## src/rtl/riscv_core_div_pkg.sv

```systemverilog
// ============================================================================
// Module      : riscv_core_div_pkg
// Description : Shared op encoding, FSM states and constants for the divider
//               result-side logic.
// Revision    : 1.0 - initial release
// ============================================================================
`default_nettype none

package riscv_core_div_pkg;

   localparam int XLEN = 32;

   localparam logic [1:0] C_OP_DIV  = 2'b00;
   localparam logic [1:0] C_OP_DIVU = 2'b01;
   localparam logic [1:0] C_OP_REM  = 2'b10;
   localparam logic [1:0] C_OP_REMU = 2'b11;

   localparam logic [XLEN-1:0] C_INT_MIN  = {1'b1, {(XLEN-1){1'b0}}};
   localparam logic [XLEN-1:0] C_ALL_ONES = {XLEN{1'b1}};

   typedef enum logic [1:0] {
      ST_IDLE = 2'd0,
      ST_WAIT = 2'd1,
      ST_HOLD = 2'd2
   } div_state_e;

   // Bit 0 of the op selects unsigned, bit 1 selects remainder.
   function automatic logic op_is_signed(input logic [1:0] op);
      return ~op[0];
   endfunction

   function automatic logic op_is_rem(input logic [1:0] op);
      return op[1];
   endfunction

endpackage

`default_nettype wire

```

## src/rtl/riscv_core_div_special.sv

```systemverilog
// ============================================================================
// Module      : riscv_core_div_special
// Description : Detects divide-by-zero and signed overflow and forms the
//               architecturally defined result for those cases.
// Revision    : 1.0 - initial release
// ============================================================================
`default_nettype none

module riscv_core_div_special
   import riscv_core_div_pkg::*;
(
   input  logic [XLEN-1:0] i_srcA,
   input  logic [XLEN-1:0] i_srcB,
   input  logic [1:0]      i_control,
   output logic            o_special,
   output logic [XLEN-1:0] o_result
);

   logic w_is_rem;
   logic w_div_zero;
   logic w_overflow;

   assign w_is_rem   = op_is_rem(i_control);
   assign w_div_zero = (i_srcB == '0);
   assign w_overflow = op_is_signed(i_control) && (i_srcA == C_INT_MIN) &&
                       (i_srcB == C_ALL_ONES);

   assign o_special = w_div_zero | w_overflow;

   // Zero divisor takes priority; overflow quotient is the dividend itself.
   always_comb begin
      o_result = '0;
      if (w_div_zero) begin
         o_result = w_is_rem ? i_srcA : C_ALL_ONES;
      end else if (w_overflow) begin
         o_result = w_is_rem ? '0 : i_srcA;
      end
   end

endmodule

`default_nettype wire

```

## src/rtl/riscv_core_div_out.sv

```systemverilog
// ============================================================================
// Module      : riscv_core_div_out
// Description : Captures divide context, applies sign restoration or special
//               results, and holds the result under a valid/ready handshake.
// Revision    : 1.0 - initial release
// ============================================================================
`default_nettype none

module riscv_core_div_out
   import riscv_core_div_pkg::*;
(
   input  logic            i_clk,
   input  logic            i_rst,
   input  logic            i_div_out_start,
   input  logic [XLEN-1:0] i_div_out_srcA,
   input  logic [XLEN-1:0] i_div_out_srcB,
   input  logic [1:0]      i_div_out_control,
   input  logic            i_div_out_core_done,
   input  logic [XLEN-1:0] i_div_out_quotient,
   input  logic [XLEN-1:0] i_div_out_remainder,
   input  logic            i_div_out_ready,
   output logic            o_div_out_valid,
   output logic [XLEN-1:0] o_div_out_result,
   output logic            o_div_out_busy,
   output logic            o_div_out_abort
);

   div_state_e      r_state;
   logic            r_is_rem;
   logic            r_neg;
   logic            r_valid;
   logic [XLEN-1:0] r_result;
   logic            r_busy;
   logic            r_abort;

   logic            w_special;
   logic [XLEN-1:0] w_special_result;
   logic            w_neg;
   logic [XLEN-1:0] w_sel;
   logic [XLEN-1:0] w_fixed;

   riscv_core_div_special u_special (
      .i_srcA    (i_div_out_srcA),
      .i_srcB    (i_div_out_srcB),
      .i_control (i_div_out_control),
      .o_special (w_special),
      .o_result  (w_special_result)
   );

   // Quotient is negative when operand signs differ; remainder follows dividend.
   assign w_neg = op_is_signed(i_div_out_control) &
                  (op_is_rem(i_div_out_control) ?
                      i_div_out_srcA[XLEN-1] :
                      (i_div_out_srcA[XLEN-1] ^ i_div_out_srcB[XLEN-1]));

   assign w_sel   = r_is_rem ? i_div_out_remainder : i_div_out_quotient;
   assign w_fixed = r_neg ? (~w_sel + {{(XLEN-1){1'b0}}, 1'b1}) : w_sel;

   always_ff @(posedge i_clk) begin
      if (i_rst) begin
         r_state  <= ST_IDLE;
         r_is_rem <= 1'b0;
         r_neg    <= 1'b0;
         r_valid  <= 1'b0;
         r_result <= '0;
         r_busy   <= 1'b0;
         r_abort  <= 1'b0;
      end else begin
         r_abort <= 1'b0;
         case (r_state)
            ST_IDLE: begin
               if (i_div_out_start) begin
                  r_is_rem <= op_is_rem(i_div_out_control);
                  r_neg    <= w_neg;
                  r_busy   <= 1'b1;
                  if (w_special) begin
                     r_result <= w_special_result;
                     r_valid  <= 1'b1;
                     r_abort  <= 1'b1;
                     r_state  <= ST_HOLD;
                  end else begin
                     r_state  <= ST_WAIT;
                  end
               end
            end
            ST_WAIT: begin
               if (i_div_out_core_done) begin
                  r_result <= w_fixed;
                  r_valid  <= 1'b1;
                  r_state  <= ST_HOLD;
               end
            end
            ST_HOLD: begin
               if (i_div_out_ready) begin
                  r_valid <= 1'b0;
                  r_busy  <= 1'b0;
                  r_state <= ST_IDLE;
               end
            end
            default: begin
               r_state <= ST_IDLE;
            end
         endcase
      end
   end

   assign o_div_out_valid  = r_valid;
   assign o_div_out_result = r_result;
   assign o_div_out_busy   = r_busy;
   assign o_div_out_abort  = r_abort;

endmodule

`default_nettype wire

```

## config.mk

```make
export PLATFORM = sky130hd
export DESIGN_NAME = riscv_core_div_out
export DESIGN_NICKNAME = d
export VERILOG_FILES = /design/src/rtl/riscv_core_div_pkg.sv /design/src/rtl/riscv_core_div_special.sv /design/src/rtl/riscv_core_div_out.sv
export SDC_FILE = /design/constraint.sdc
export NUM_CORES = 1
export LEC_CHECK = 0
export ABC_AREA = 1
export ABC_CLOCK_PERIOD_IN_PS = 1800
export BUFFER_PORTS_ARGS = -buffer_cell sky130_fd_sc_hd__buf_2
export CAP_MARGIN = 40
export CELL_PAD_IN_SITES_DETAIL_PLACEMENT = 1
export CELL_PAD_IN_SITES_GLOBAL_PLACEMENT = 2
export CORE_MARGIN = 2
export CORE_UTILIZATION = 21
export CTS_BUF_LIST = sky130_fd_sc_hd__clkbuf_2
export DETAILED_ROUTE_END_ITERATION = 6
export PLACE_DENSITY_LB_ADDON = 0.1
export RECOVER_POWER = 25
export SLEW_MARGIN = 5
export SYNTH_ARGS = -nofsm -noshare
export SYNTH_HDL_FRONTEND = slang
export SYNTH_HIERARCHICAL = 1
export SYNTH_SLANG_ARGS = --single-unit
```

## constraint.sdc

```tcl
create_clock -name i_clk -period 1.8 [get_ports i_clk]
set_input_delay 0.27 -clock i_clk [delete_from_list [all_inputs] [get_ports i_clk]]
set_output_delay 0.27 -clock i_clk [all_outputs]
set_load 0.01 [all_outputs]
```

==> key figures <==
STA
  – Worst Clk Skew: 0.02437 ns
  – Period utilization: 106.9%
  – Minimum clock period: 1.925 ns
  – Worst slew pin tran: 0.5893 ns
  – Fmax: 519.5 MHz
  – Slew Limit Fails: 0
  – Worst setup margin: -0.1249 ns
  – Final setup fails: 28
  – Final hold vios: 0
  – RSZ-0062 raised after global routing: yes
  – Rel. slew slack: 60.67%

Worst setup path
  – Kind of critical path: reg -> reg
  – CP Capture Type: register
  – Max stage delay on crit path: 0.40 ns
  – R2R Setup Slk: -0.12 ns
  – Critical path's slowest cell: dfxtp_2
  – CP Data Arrival Time: 2.24 ns
  – Critical R2R Launch: r_is_rem$_SDFFE_PP0P_
  – Cell mode on critical path: nand2_1
  – Worst Path Buf+Inv: 3
  – CP top delay family: simple AND/OR/NAND/NOR gates
  – CP required: 2.12 ns
  – Type of origin of the critical path: register
  – Reg2Reg Capture Point: o_div_out_result[20]$_SDFFE_PP0P_
  – Reg2reg path depth: 15
  – Critical path cell sequence: buf_12 > inv_16 > nand2_4 > nand2_4 > ha_4 > or2_4 > nand3_4 > nor2_4 > buf_6 > nand3b_1 > nand2_1 > nand2_1 > nand3_1 > nand2_1 > a21oi_1
  – CP max FO: 6

Synthesis
  – Syn Area/Cell: 5.349 sq um
  – Synth Warn #: 6
  – Number of synthesized register bits: 39
  – Cells after synthesis: 734
  – Synth unique cells: 38
  – Synthesized Nets: 870
  – Sequential area share after synthesis: 19.89%
  – Cell Area, Synth: 3926 sq um

Power and ir drop
  – Peak supply drop: 0.3028 mV
  – Pwr Total: 6.104 mW
  – Pwr dens: 881.1 nW/um^2
  – LEAKAGE: 3.219 nW

Floorplan
  – Die width: 140.7 microns
  – Core area: 18520 sq um
  – Full die area: 19810 sq um
  – DIE HEIGHT: 140.7 microns
  – Ports: 170
  – Starting Density: 21.20%
  – Core Rows: 50

Routing
  – Vias per inst: 4.564
  – Vias: 5641
  – Drt drc: 0
  – DR WL/cell: 15.34 microns
  – Starting DRT DRC Count: 195
  – DRT Pass-1 Iters: 4
  – DRT Wirelength: 18960 microns
  – DRT antenna net count: 0

Hold path
  – Worst Hold Class: in -> reg
  – Hold path start: i_div_out_core_done
  – Hold path cells: 3
  – Hold EP: r_state[0]$_SDFFE_PP0P_

Final layout
  – Share of layout cells above drive strength 1: 48.25%
  – Final Util: 37.41%
  – Layout area overhead: 76.45%
  – Nets: 1136

Global route
  – GRT Total Usage: 18.64%
  – Vias in the first global route: 5865
  – First-pass GRT wire length: 29800 microns
  – Grt ovf: 0
  – Number of antenna violations at the first check in global routing: 1
  – Largest net degree at the start of global routing: 38

Clocking
  – Worst-Skew Late Latency: 0.43 ns
  – Inserted Clock Buffers: 5
  – Hold buffers post-CTS: 0
  – TritonCTS Sinks: 39
  – Clk slew on worst S/H paths: 0.23 ns
  – Root Driver: clkbuf_2
  – Clock Path Buffers: 2
  – TritonCTS clock tree: built
  – H-tree levels: 2

Placement
  – Hpwl dp: 14880 microns
  – Final RePlAce weighted congestion: 0.8051
  – Port Buffers: 169

Job
  – MaxCap Viol Count: 0

Outcome
  – Failing checks: negative setup slack
  – Outcome: finished, violations left
==> cells in the mapped netlist <==
cell | instances | area share [%]
nor3_1 | 2 | 0.25
nand3_2 | 1 | 0.25
buf_2 | 6 | 0.76
inv_6 | 1 | 0.22
or2_2 | 2 | 0.32
inv_2 | 4 | 0.38
o21bai_1 | 2 | 0.38
clkbuf_1 | 17 | 1.6
nand4_1 | 10 | 1.6
dfxtp_1 | 39 | 20
nor3_4 | 1 | 0.41
a21oi_1 | 42 | 5.4
o21ai_2 | 1 | 0.22
o21ai_1 | 2 | 0.25
or2_4 | 1 | 0.22
o21a_1 | 32 | 6.1
nand2_2 | 8 | 1.3
and2_2 | 1 | 0.19
nand4_2 | 1 | 0.32
xor2_1 | 1 | 0.22
xnor2_1 | 2 | 0.45
nand2_1 | 258 | 25
nor2_1 | 136 | 13
buf_4 | 1 | 0.19
buf_6 | 8 | 2.3
o211ai_1 | 1 | 0.19
a21o_1 | 1 | 0.19
nand3_1 | 45 | 5.7
inv_1 | 51 | 4.9
nand3b_1 | 5 | 0.96
nor2_2 | 2 | 0.32
buf_1 | 2 | 0.19
o21ai_0 | 40 | 5.1
o22ai_1 | 4 | 0.64
nor2_4 | 1 | 0.29
or2_1 | 1 | 0.16
ha_1 | 1 | 0.32
a31oi_1 | 1 | 0.16
==> timing repair <==
action | CTS | global route
setup buffers | 13 | 4
gates cloned | 3 | 1
resized for setup | 198 | 81
setup endpoints to repair | 27 | 32
pin swaps | 76 | 44
==> report_power, final <==
part           switching (mW)  internal (mW)  total, mW
clock                   0.333          0.228      0.561
combinational            2.49           1.79       4.28
sequential              0.160           1.10       1.26
total                    2.98           3.12       6.10
==> routing by layer <==
metal | track usage (%) | vias up | share of wire (%)
li1 | - | 2869 | -
met1 | 24.56 | 2589 | 46
met2 | 32.17 | 157 | 47
met3 | 2.344 | 26 | 5.0
met4 | 4.947 | 0 | 2.0
met5 | 0 | - | 0
==> cell families after synthesis <==
logic type | count (synthesis) | synth area share (%)
flops | 39 | 19.89
xor+xnor | 3 | 0.6693
simple gates | 475 | 49.97
compound gates | 126 | 18.61
buf+inv | 90 | 10.55
fa+ha+maj | 1 | 0.3186
==> layout make-up <==
| type | count | area [sq um] |
|---|---|---|
| Fill cell | 2445 | 11590 |
| Multi-Input combinational cell | 605 | 3601 |
| Timing Repair Buffer | 293 | 1954 |
| Sequential cell | 39 | 782.0 |
| Tap cell | 234 | 292.8 |
| Inverter | 56 | 231.5 |
| Clock inverter | 3 | 38.79 |
| Clock buffer | 5 | 25.02 |
| Antenna cell | 1 | 2.502 |
==> sequential cells by signal, summed over array words and instances (netlist names) <==
register and count:
r_state 2, o_div_out_abort 1, o_div_out_busy 1, o_div_out_result 32, o_div_out_valid 1, r_is_rem 1, r_neg 1
==> worst max path at each step <==
| stage | start | cells past startpoint | endpoint |
|---|---|---|---|
| 5_1_grt | r_is_rem$_SDFFE_PP0P_ | 15 | o_div_out_result[23]$_SDFFE_PP0P_ |
| 3_3_place_gp | i_div_out_srcA[4] | 15 | o_div_out_result[27]$_SDFFE_PP0P_ |
| 2_1_floorplan | r_is_rem$_SDFFE_PP0P_ | 14 | o_div_out_result[28]$_SDFFE_PP0P_ |
| 4_1_cts | r_is_rem$_SDFFE_PP0P_ | 15 | o_div_out_result[20]$_SDFFE_PP0P_ |
| 3_5_place_dp | i_div_out_srcA[6] | 15 | o_div_out_result[27]$_SDFFE_PP0P_ |
| 6_report | r_is_rem$_SDFFE_PP0P_ | 15 | o_div_out_result[20]$_SDFFE_PP0P_ |
==> worst register-to-register path, cell delays in order (launching register included) <==
cell and delay [ns]:
dfxtp_2 0.40, buf_12 0.14, inv_16 0.06, nand2_4 0.07, nand2_4 0.06, ha_4 0.17
or2_4 0.24, nand3_4 0.08, nor2_4 0.05, buf_6 0.11, nand3b_1 0.12, nand2_1 0.06
nand2_1 0.07, nand3_1 0.06, nand2_1 0.08, a21oi_1 0.05
==> placed cells by master, fill, tap and decap left out, types with 2 or more instances in the layout <==
| master | n |
|---|---|
| nand2_1 | 168 |
| inv_2 | 6 |
| o21ai_2 | 8 |
| clkbuf_1 | 11 |
| o21a_1 | 32 |
| nand2_4 | 39 |
| or2_4 | 2 |
| buf_4 | 107 |
| inv_4 | 2 |
| buf_6 | 5 |
| o21bai_1 | 2 |
| nor2_1 | 92 |
| buf_12 | 7 |
| buf_16 | 3 |
| o21ai_1 | 11 |
| a21oi_1 | 38 |
| o21ai_0 | 24 |
| nand3_1 | 27 |
| clkbuf_2 | 5 |
| nand4_1 | 10 |
| nor2_2 | 18 |
| nor2_4 | 29 |
| buf_2 | 158 |
| o22ai_1 | 4 |
| nor3_1 | 2 |
| dfxtp_1 | 38 |
| inv_1 | 47 |
| nand2_2 | 59 |
| nand3_2 | 13 |
| nand3b_1 | 5 |
| a21oi_2 | 4 |
| nand3_4 | 6 |
==> through the flow <==
step	std cells	hold slack (ns)	area, sq um	setup slack, ns	TNS, ns
after floorplan	734	0.4178	3936	0.03030	0
after global placement	1206	0.4531	5699	-0.3425	-8.149
after detailed placement	1206	0.4624	5699	-0.3876	-11.44
after CTS	1230	0.1275	6603	-0.1163	-1.798
after global routing	1236	0.1513	6928	-0.2360	-5.236
final	1236	0.1474	6928	-0.1249	-1.826
Note: power is estimated with default switching activity, not from simulation.
